$ cat src/rtl/cpu_phase_pkg.sv
// Shared types and defaults for the CPU phase scheduler.
// Holds the FSM state encoding, the parameter defaults and the phase-index width helper.
package cpu_phase_pkg;

    typedef enum logic [1:0] {
        S_IDLE     = 2'd0,
        S_RUN      = 2'd1,
        S_WAIT_MEM = 2'd2,
        S_ERR      = 2'd3
    } sched_state_e;

    localparam int DEF_NUM_PHASES = 4;
    localparam int DEF_MEM_PHASE  = 2;
    localparam int DEF_MAX_WAIT   = 15;
    localparam int WAIT_CNT_W     = 8;

    // Width of the phase index; a single bit is still needed when there are two phases.
    function automatic int phase_idx_w(input int num_phases);
        return (num_phases <= 2) ? 1 : $clog2(num_phases);
    endfunction

endpackage

$ cat src/rtl/cpu_phase_scheduler_wait_timer.sv
// Saturating wait counter for the memory-stall phase.
// timeout_o goes high in the cycle where the current wait cycle is the LIMIT-th one.
module phase_wait_timer #(
    parameter int W     = 8,
    parameter int LIMIT = 15
) (
    input  logic         clk,
    input  logic         rst,
    input  logic         clr_i,
    input  logic         load_i,
    input  logic [W-1:0] load_val_i,
    input  logic         inc_i,
    output logic         timeout_o
);

    logic [W-1:0] cnt_q;
    logic [W-1:0] cnt_d;

    always_comb begin
        cnt_d = cnt_q;
        if (clr_i) begin
            cnt_d = '0;
        end else if (load_i) begin
            cnt_d = load_val_i;
        end else if (inc_i && (cnt_q != '1)) begin
            cnt_d = cnt_q + 1'b1;
        end
    end

    always_ff @(posedge clk or posedge rst) begin
        if (rst) begin
            cnt_q <= '0;
        end else begin
            cnt_q <= cnt_d;
        end
    end

    assign timeout_o = (cnt_q >= W'(LIMIT - 1));

endmodule

$ cat src/rtl/cpu_phase_scheduler.sv
// Sequences CPU instruction phases with registered one-hot enables, a memory-ready
// stall on one phase, a wait timeout, and run / halt / single-step control.
//
// state    | meaning
// ---------+-----------------------------------------------------------
// S_IDLE   | between instructions, waiting for run_i or step_i
// S_RUN    | one phase enable high per cycle
// S_WAIT_MEM | memory phase issued, holding mem_req_o until ready
// S_ERR    | memory wait timed out; sticky until err_clr_i
module cpu_phase_scheduler
    import cpu_phase_pkg::*;
#(
    parameter int NUM_PHASES = DEF_NUM_PHASES,
    parameter int MEM_PHASE  = DEF_MEM_PHASE,
    parameter int MAX_WAIT   = DEF_MAX_WAIT,
    parameter int CNT_W      = 32
) (
    input  logic                  clk,
    input  logic                  rst,
    input  logic                  run_i,
    input  logic                  step_i,
    input  logic                  halt_i,
    input  logic                  mem_ready_i,
    input  logic                  err_clr_i,
    output logic [NUM_PHASES-1:0] phase_en_o,
    output logic                  mem_req_o,
    output logic                  instr_done_o,
    output logic                  busy_o,
    output logic                  err_o,
    output logic [CNT_W-1:0]      instr_cnt_o
);

    localparam int IDX_W = phase_idx_w(NUM_PHASES);
    localparam logic [IDX_W-1:0] LAST_IDX = IDX_W'(NUM_PHASES - 1);
    localparam logic [IDX_W-1:0] MEM_IDX  = IDX_W'(MEM_PHASE);

    if (NUM_PHASES < 2 || NUM_PHASES > 8) begin : g_bad_num_phases
        $error("cpu_phase_scheduler: NUM_PHASES must be 2..8");
    end
    if (MEM_PHASE < 0 || MEM_PHASE >= NUM_PHASES) begin : g_bad_mem_phase
        $error("cpu_phase_scheduler: MEM_PHASE must be 0..NUM_PHASES-1");
    end
    if (MAX_WAIT < 1 || MAX_WAIT > 255) begin : g_bad_max_wait
        $error("cpu_phase_scheduler: MAX_WAIT must be 1..255");
    end
    if (CNT_W < 1) begin : g_bad_cnt_w
        $error("cpu_phase_scheduler: CNT_W must be at least 1");
    end

    sched_state_e          state_q, state_d;
    logic [IDX_W-1:0]      idx_q, idx_d;
    logic                  step_mode_q, step_mode_d;
    logic [NUM_PHASES-1:0] phase_en_q, phase_en_d;
    logic                  mem_req_q, mem_req_d;
    logic                  instr_done_q, instr_done_d;
    logic                  busy_q, busy_d;
    logic                  err_q, err_d;
    logic [CNT_W-1:0]      cnt_q;
    logic                  retire;
    logic                  timeout;

    phase_wait_timer #(
        .W     (WAIT_CNT_W),
        .LIMIT (MAX_WAIT)
    ) u_wait_timer (
        .clk        (clk),
        .rst        (rst),
        .clr_i      (state_q != S_WAIT_MEM),
        .load_i     (1'b0),
        .load_val_i ('0),
        .inc_i      (state_q == S_WAIT_MEM),
        .timeout_o  (timeout)
    );

    always_comb begin
        state_d     = state_q;
        idx_d       = idx_q;
        step_mode_d = step_mode_q;
        retire      = 1'b0;
        case (state_q)
            S_IDLE: begin
                if (run_i && !halt_i) begin
                    state_d     = S_RUN;
                    idx_d       = '0;
                    step_mode_d = 1'b0;
                end else if (step_i) begin
                    state_d     = S_RUN;
                    idx_d       = '0;
                    step_mode_d = 1'b1;
                end
            end
            S_RUN: begin
                if ((idx_q == MEM_IDX) && !mem_ready_i) begin
                    state_d = S_WAIT_MEM;
                end else if (idx_q == LAST_IDX) begin
                    retire = 1'b1;
                end else begin
                    idx_d = idx_q + 1'b1;
                end
            end
            S_WAIT_MEM: begin
                // Ready beats a coincident timeout.
                if (mem_ready_i) begin
                    if (idx_q == LAST_IDX) begin
                        retire = 1'b1;
                    end else begin
                        state_d = S_RUN;
                        idx_d   = idx_q + 1'b1;
                    end
                end else if (timeout) begin
                    state_d = S_ERR;
                end
            end
            S_ERR: begin
                if (err_clr_i) begin
                    state_d = S_IDLE;
                    idx_d   = '0;
                end
            end
            default: state_d = S_IDLE;
        endcase

        // Instruction boundary: run/halt are only looked at here.
        if (retire) begin
            idx_d   = '0;
            state_d = (run_i && !halt_i && !step_mode_q) ? S_RUN : S_IDLE;
        end

        phase_en_d   = (state_d == S_RUN) ? (NUM_PHASES'(1) << idx_d) : '0;
        mem_req_d    = ((state_d == S_RUN) && (idx_d == MEM_IDX)) || (state_d == S_WAIT_MEM);
        instr_done_d = (state_d == S_RUN) && (idx_d == LAST_IDX);
        busy_d       = (state_d == S_RUN) || (state_d == S_WAIT_MEM);
        err_d        = (state_d == S_ERR);
    end

    always_ff @(posedge clk or posedge rst) begin
        if (rst) begin
            state_q      <= S_IDLE;
            idx_q        <= '0;
            step_mode_q  <= 1'b0;
            phase_en_q   <= '0;
            mem_req_q    <= 1'b0;
            instr_done_q <= 1'b0;
            busy_q       <= 1'b0;
            err_q        <= 1'b0;
            cnt_q        <= '0;
        end else begin
            state_q      <= state_d;
            idx_q        <= idx_d;
            step_mode_q  <= step_mode_d;
            phase_en_q   <= phase_en_d;
            mem_req_q    <= mem_req_d;
            instr_done_q <= instr_done_d;
            busy_q       <= busy_d;
            err_q        <= err_d;
            if (retire) begin
                cnt_q <= cnt_q + 1'b1;
            end
        end
    end

    assign phase_en_o   = phase_en_q;
    assign mem_req_o    = mem_req_q;
    assign instr_done_o = instr_done_q;
    assign busy_o       = busy_q;
    assign err_o        = err_q;
    assign instr_cnt_o  = cnt_q;

endmodule
$ cat config.mk
export PLATFORM = sky130hd
export DESIGN_NAME = cpu_phase_scheduler
export DESIGN_NICKNAME = d
export VERILOG_FILES = /design/src/rtl/cpu_phase_pkg.sv /design/src/rtl/cpu_phase_scheduler_wait_timer.sv /design/src/rtl/cpu_phase_scheduler.sv
export SDC_FILE = /design/constraint.sdc
export NUM_CORES = 1
export LEC_CHECK = 0
export ABC_AREA = 1
export CAP_MARGIN = 10
export CORE_AREA = 2 2 107 109
export CTS_BUF_LIST = sky130_fd_sc_hd__clkbuf_16
export DETAILED_ROUTE_END_ITERATION = 10
export DIE_AREA = 0 0 109 111
export PLACE_DENSITY = 0.54
export SLEW_MARGIN = 10
export SYNTH_ARGS = -nofsm -noshare
export SYNTH_HDL_FRONTEND = slang
export SYNTH_HIERARCHICAL = 1
export SYNTH_SLANG_ARGS = --single-unit
$ cat constraint.sdc
create_clock -name clk -period 2.25 [get_ports clk]
set_input_delay 0.3375 -clock clk [delete_from_list [all_inputs] [get_ports clk]]
set_output_delay 0.3375 -clock clk [all_outputs]
set_load 0.02 [all_outputs]
# Word level (Yosys, flattened, before mapping)
# Cells that the tools add are included.
classes:
  div: 0
  shifts: 1
  reduce_logical: 15
  n_eq_ne: 12
  n_lt_le_gt_ge: 1
  mul: 0
  n_mux: 27
  bitwise: 0
  n_addsub: 3
ops:
  columns: ["cell", "n"]
  rows:
  - ["$add 32x1->32 const B", 1]
  - ["$mux 2", 15]
  - ["$eq 2x2->1 const B", 8]
  - ["$mux 8", 2]
  - ["$pmux 2 s4", 2]
  - ["$add 8x1->8 const B", 1]
  - ["$ge 8x4->1 const B", 1]
  - ["$ne 8x8->1 const B", 1]
  - ["$logic_and 1x1->1", 6]
  - ["$mux 1", 6]
  - ["$eq 2x1->1 const B", 2]
  - ["$mux 4", 1]
  - ["$reduce_bool 2->1", 2]
  - ["$shl 1x2->4 const A", 1]
  - ["$logic_not 1->1", 3]
  - ["$add 2x1->2 const B", 1]
  - ["$logic_not 2->1", 1]
  - ["$logic_or 1x1->1", 2]
  - ["$ne 2x2->1 const B", 1]
  - ["$pmux 1 s2", 1]
  - ["$reduce_and 2->1", 1]
word_totals:
  mem_count: 0
  register_bits: 53
  wordCells: 69
  mem_bits_rw: 0
  mem_bits_ro: 0
  in_bits: 7
  latchBits: 0

# Depth between registers and ports, before layout
depth:
  depth_word: 8
  mapped_depth: 13

# By module
# Netlist, hierarchy kept.
by_module_without_submodules:
  columns: ["module", "cells_each", "area_each_um2", "instances"]
  rows:
  - ["cpu_phase_scheduler", 306, 2493.6, 1]
  - ["phase_wait_timer", 98, 691.9, 1]

# Worst setup path before layout
# Ideal clock, no wire load.
synth_timing:
  kind: "register -> register"
  start: "register state_q[0]"
  end: "register busy_q, in the netlist busy_o"
  n_path_buf: 0
  arrival_ns: 1.979
  setup_slack_ns: 0.158
  period_less_slack_ns: 2.092
  setup_time_ns: 0.113
  path_stages_with_launch: 12
  cell_sequence: "dfrtp_1 > inv_1 > ha_1 > nand2_1 > nand2_1 > nand2_4 > inv_1 > nor2_1 > a21oi_1 > inv_1 > ha_1 > inv_1"
synth_via:
  elab_chain_cells: 6
synth_lines:
  columns: ["element", "line_no", "text"]
  rows:
  - ["start: declaration", "cpu_phase_scheduler.sv:50", "sched_state_e state_q, state_d;"]
  - ["start signal: assignment", "cpu_phase_scheduler.sv:148", "state_q <= state_d;"]
  - ["$mux 2 (on tied branches)", "cpu_phase_scheduler.sv:110, cpu_phase_scheduler.sv:86, cpu_phase_scheduler.sv:104", null]
  - ["$mux 2 (on tied branches)", "cpu_phase_scheduler.sv:103, cpu_phase_scheduler.sv:82", null]
  - ["$pmux 2 s4", "cpu_phase_scheduler.sv:80", "case (state_q)"]
  - ["$mux 2 *", "cpu_phase_scheduler.sv:124", "if (retire) begin"]
  - ["named net state_d[0]", "cpu_phase_scheduler.sv:50", null]
  - ["$eq 2x1->1 or $eq 2x2->1 (tied branches)", "cpu_phase_scheduler.sv:132", "busy_d = (state_d == S_RUN) || (state_d == S_WAIT_MEM);"]
  - ["$logic_or 1x1->1 *", "cpu_phase_scheduler.sv:132", null]
  - ["named net busy_d", "cpu_phase_scheduler.sv:56", "logic busy_q, busy_d;"]
  - ["end signal: assignment", "cpu_phase_scheduler.sv:154", "busy_q <= busy_d;"]
  - ["end: declaration", "cpu_phase_scheduler.sv:56", null]
# Mark *: on every way through the listed nets, which the timed path passes. The rest lies on a longest branch.
# A chain may end at the register's enable or synchronous reset.

# Worst setup path after layout
layout_timing:
  start: "register u_wait_timer.cnt_q[6]"
  end: "register phase_en_q[1], in the netlist phase_en_o[1]"
layout_via:
  elab_chain_cells: 7
layout_lines:
  columns: ["element", "line_no", "text"]
  rows:
  - ["start: declaration", "cpu_phase_scheduler_wait_timer.sv:16", "logic [W-1:0] cnt_q;"]
  - ["start signal: assignment", "cpu_phase_scheduler_wait_timer.sv:34", "cnt_q <= cnt_d;"]
  - ["$ge 8x4->1", "cpu_phase_scheduler_wait_timer.sv:38", "assign timeout_o = (cnt_q >= W'(LIMIT - 1));"]
  - ["named net timeout", "cpu_phase_scheduler.sv:60", "logic timeout;"]
  - ["$mux 2", "cpu_phase_scheduler.sv:110", "end else if (timeout) begin"]
  - ["$mux 2", "cpu_phase_scheduler.sv:103", "if (mem_ready_i) begin"]
  - ["$pmux 2 s4", "cpu_phase_scheduler.sv:80", null]
  - ["$mux 2", "cpu_phase_scheduler.sv:124", null]
  - ["named net state_d[0]", "cpu_phase_scheduler.sv:50", null]
  - ["$eq 2x1->1", "cpu_phase_scheduler.sv:129", "phase_en_d = (state_d == S_RUN) ? (NUM_PHASES'(1) << idx_d) : '0;"]
  - ["$mux 4", "cpu_phase_scheduler.sv:129", null]
  - ["named net phase_en_d[1]", "cpu_phase_scheduler.sv:53", "logic [NUM_PHASES-1:0] phase_en_q, phase_en_d;"]
  - ["end signal: assignment", "cpu_phase_scheduler.sv:151", "phase_en_q <= phase_en_d;"]
  - ["end: declaration", "cpu_phase_scheduler.sv:53", null]
# The timed path passes the listed nets, and every way through them passes these cells.

==> flow_metrics.py <==
metrics = {
    "synth": {
        "yosysMostFrequentCell": "nand2_1",
        "synth_cell_types": 33,
        "ys_seq_elements": 52,
        "syn-cell-area_um2": 3190,
        "yosysTopAreaCell": "dfrtp_1",
        "avgSynthCellArea_um2": 7.89,
        "seq_area_frac_synth_pct": 40.8,
        "synth_area_leaders": "dfrtp_1 41%, nand2_1 13%, inv_1 7.1%, nand3_1 6.3%, ha_1 4.3%",
        "synth_edf_count": 0,
        "yosysWarnings": 6,
        "synth_ff_type": "dfrtp_1",
        "synthArstFlopShare_pct": 100,
        "synth_top_cell_area_share_pct": 40.8,
        "synth_common_cells": "112 x nand2_1, 60 x inv_1, 52 x dfrtp_1",
        "syn-instance-count": 404,
    },
    "critical_path": {
        "critPathTopFamily": "compound AO/OA/AOI/OAI gates",
        "critPathKind": "reg2reg",
        "r2r_cells": 9,
        "crit_top_cell": "o21ai_0",
        "crit_fanout": 6,
        "critPathBufInv": 0,
        "startpoint": "u_wait_timer/cnt_q[6]",
        "end_kind": "register",
        "critPathSlowestCell": "dfrtp_1",
        "max_stage_delay_ns": 0.44,
        "r2r_start": "u_wait_timer/cnt_q[6]",
        "worstPathArrival_ns": 2.19,
        "worstSetupStartpointType": "register",
        "crit_chain": "nor4_1 -> o21ai_0 -> nand2_1 -> a21oi_1 -> o21ai_0 -> a21oi_4 -> ha_1 -> nand3_1 -> nor2_1",
        "reg2reg_slack_ns": 0.22,
        "required_ns": 2.41,
        "timing.rr.end": "phase_en_o[1]",
    },
    "timing": {
        "achievable-frequency_mhz": 492,
        "setup_viol": 0,
        "period_needed_ns": 2.03,
        "worst_pin_slew_ns": 0.568,
        "finalHoldViolations": 0,
        "rsz0062_at_grt": "false",
        "relSlewSlack_pct": 62.1,
        "tns_ns": 0,
        "final_max_slew_viol_count": 0,
        "finalCritPeriodShare_pct": 90.3,
        "skew_ns": 0.00936,
    },
    "routing": {
        "wl_per_cell_um": 12.2,
        "ant_nets": 0,
        "drtIter0Drc": 147,
        "drt_first_pass_iters": 4,
        "via_count": 2668,
        "wirelength_um": 7450,
        "drc": 0,
        "vias_per_cell": 4.37,
    },
    "global_route": {
        "grt_pass1_wl_um": 12400,
        "grt.overflow.total": 0,
        "grt_start_max_net_pins": 45,
        "antenna_found_initial": 0,
        "grt_use_total_pct": 12.9,
        "grt_pass1_vias": 2614,
    },
    "cells_and_area": {
        "synthToLayoutAreaGrowth_pct": 27.1,
        "final_layout_size_suffix_gt1_share_pct": 9.19,
        "n_antenna_cell": 0,
        "fillers": 1140,
        "fin_area_um2": 4050,
        "fin_nets": 485,
    },
    "power": {
        "p_per_area_nw_per_um2": 821,
        "power.leakage_nw": 2.00,
        "ir_drop_mv": 0.378,
    },
    "die": {
        "core_area_um2": 11100,
        "initial_utilization_pct": 28.8,
        "die_area_um2": 12100,
        "std_cell_rows": 39,
        "io_pins": 47,
        "die_y_um": 111,
        "die_w_um": 109,
    },
    "placement": {
        "place_area_um2": 3870,
        "io_buffer_count": 46,
        "gp_congestion": 0.868,
        "dp_hpwl_um": 5630,
    },
    "clocking": {
        "cts_tree": "yes",
        "clkLatencyLatePin_ns": 0.29,
        "numClockSinks": 52,
        "numCtsBuffers": 5,
        "ctsLongestPathBuffers": 2,
        "path_clk_slew_ns": 0.07,
        "post_cts_buffers": 0,
        "root_buffer": "clkbuf_16",
        "htreeDepth": 2,
    },
    "job": {
        "drv_cap": 0,
    },
    "status": {
        "status": "finished, final reports clean",
    },
    "hold_path": {
        "min_path_type": "in2async",
    },
}
-- worst max path at each step --
stage / slack (ns) / depth (start not counted) / endpoint
6_report: 0.22 / 9 / phase_en_o[1]
5_1_grt: 0.02 / 12 / instr_done_o
4_1_cts: 0.09 / 12 / instr_done_o
3_5_place_dp: 0.11 / 10 / instr_done_o
3_3_place_gp: 0.18 / 10 / busy_o
2_1_floorplan: 0.16 / 11 / busy_o
-- repair_timing --
item                       in CTS  in global routing
setup endpoints to repair       0                  6
hold buffers                    0                  0
gates resized for setup         0                  3
-- cell type report --
cell class                      instances  area [µm²]  area share (%)
Inverter                               60         225            5.56
Clock inverter                          3        42.5            1.05
Sequential cell                        52        1300            32.1
Clock buffer                            5         125            3.09
Tap cell                              143         179            4.42
Multi-Input combinational cell        296        1670            41.2
Timing Repair Buffer                   52         509            12.6
-- metal layers --
metal | vias up | global-route usage, % | part of all wire, % | wire [µm]
met3 | 9 | 1.88 | 2.8 | 205
met1 | 1224 | 18.1 | 50 | 3750
li1 | 1387 | - | - | -
met4 | 0 | 5.38 | 1.7 | 129
met2 | 48 | 19.5 | 45 | 3370
met5 | - | 0 | 0 | 0
-- cell families (layout without fill, tap and decap cells) --
logic type               Yosys count  in the layout  share of synthesized area (%)
AO/OA/AOI/OAI                     25             25                           5.11
AND/OR/NAND/NOR                  230            230                           35.7
adder cells (fa/ha/maj)           11             11                           4.32
XOR/XNOR                          21             21                           5.77
buffers and inverters             64            120                           8.13
flip-flops                        52             52                           40.8
other                              1              9                          0.118
-- worst reg2reg max path: cells and delay by family, from the launching register on --
| family | cells | cell delay (ns) |
|---|---|---|
| simple gates | 4 | 0.61 |
| fa+ha+maj | 1 | 0.24 |
| compound gates | 4 | 0.62 |
| flops | 1 | 0.44 |
-- state kept, by name, summed over array words and instances (netlist names) --
signal              count
busy_o                  1
instr_done_o            1
mem_req_o               1
phase_en_o              3
err_o                   1
u_wait_timer/cnt_q      8
state_q                 2
idx_q                   2
instr_cnt_o            32
step_mode_q             1
-- through the flow --
stage	power (mW)	util, %	worst slack (ns)	std cells	hold slack, ns
after global routing	3.60	36.6	0.0242	611	0.379
after detailed placement	2.45	34.9	0.107	603	0.489
final	3.32	36.6	0.219	611	0.347
after CTS	3.33	36.4	0.0929	611	0.380
after global placement	2.44	34.9	0.184	603	0.497
after floorplan	2.04	-	0.158	412	0.153
-- report_power, final --
group	total [mW]	switching [mW]	internal (mW)
Clock	0.875	0.349	0.526
Combinational	1.24	0.750	0.487
Sequential	1.21	0.134	1.08
-- cell usage in the layout (no fill, tap or decap), types with 5 or more instances in the layout --
cell type and count:
conb_1 9, ha_1 11, dfrtp_1 52, nor2_1 33, o21ai_0 8, nor2_4 8
nand2_1 112, nand4_1 9, clkbuf_16 5, inv_1 60, buf_4 5, xor2_1 11
nand3_1 40, xnor2_1 10, nand3b_1 6, clkdlybuf4s50_1 46
Note: power is estimated with default switching activity, not from simulation.
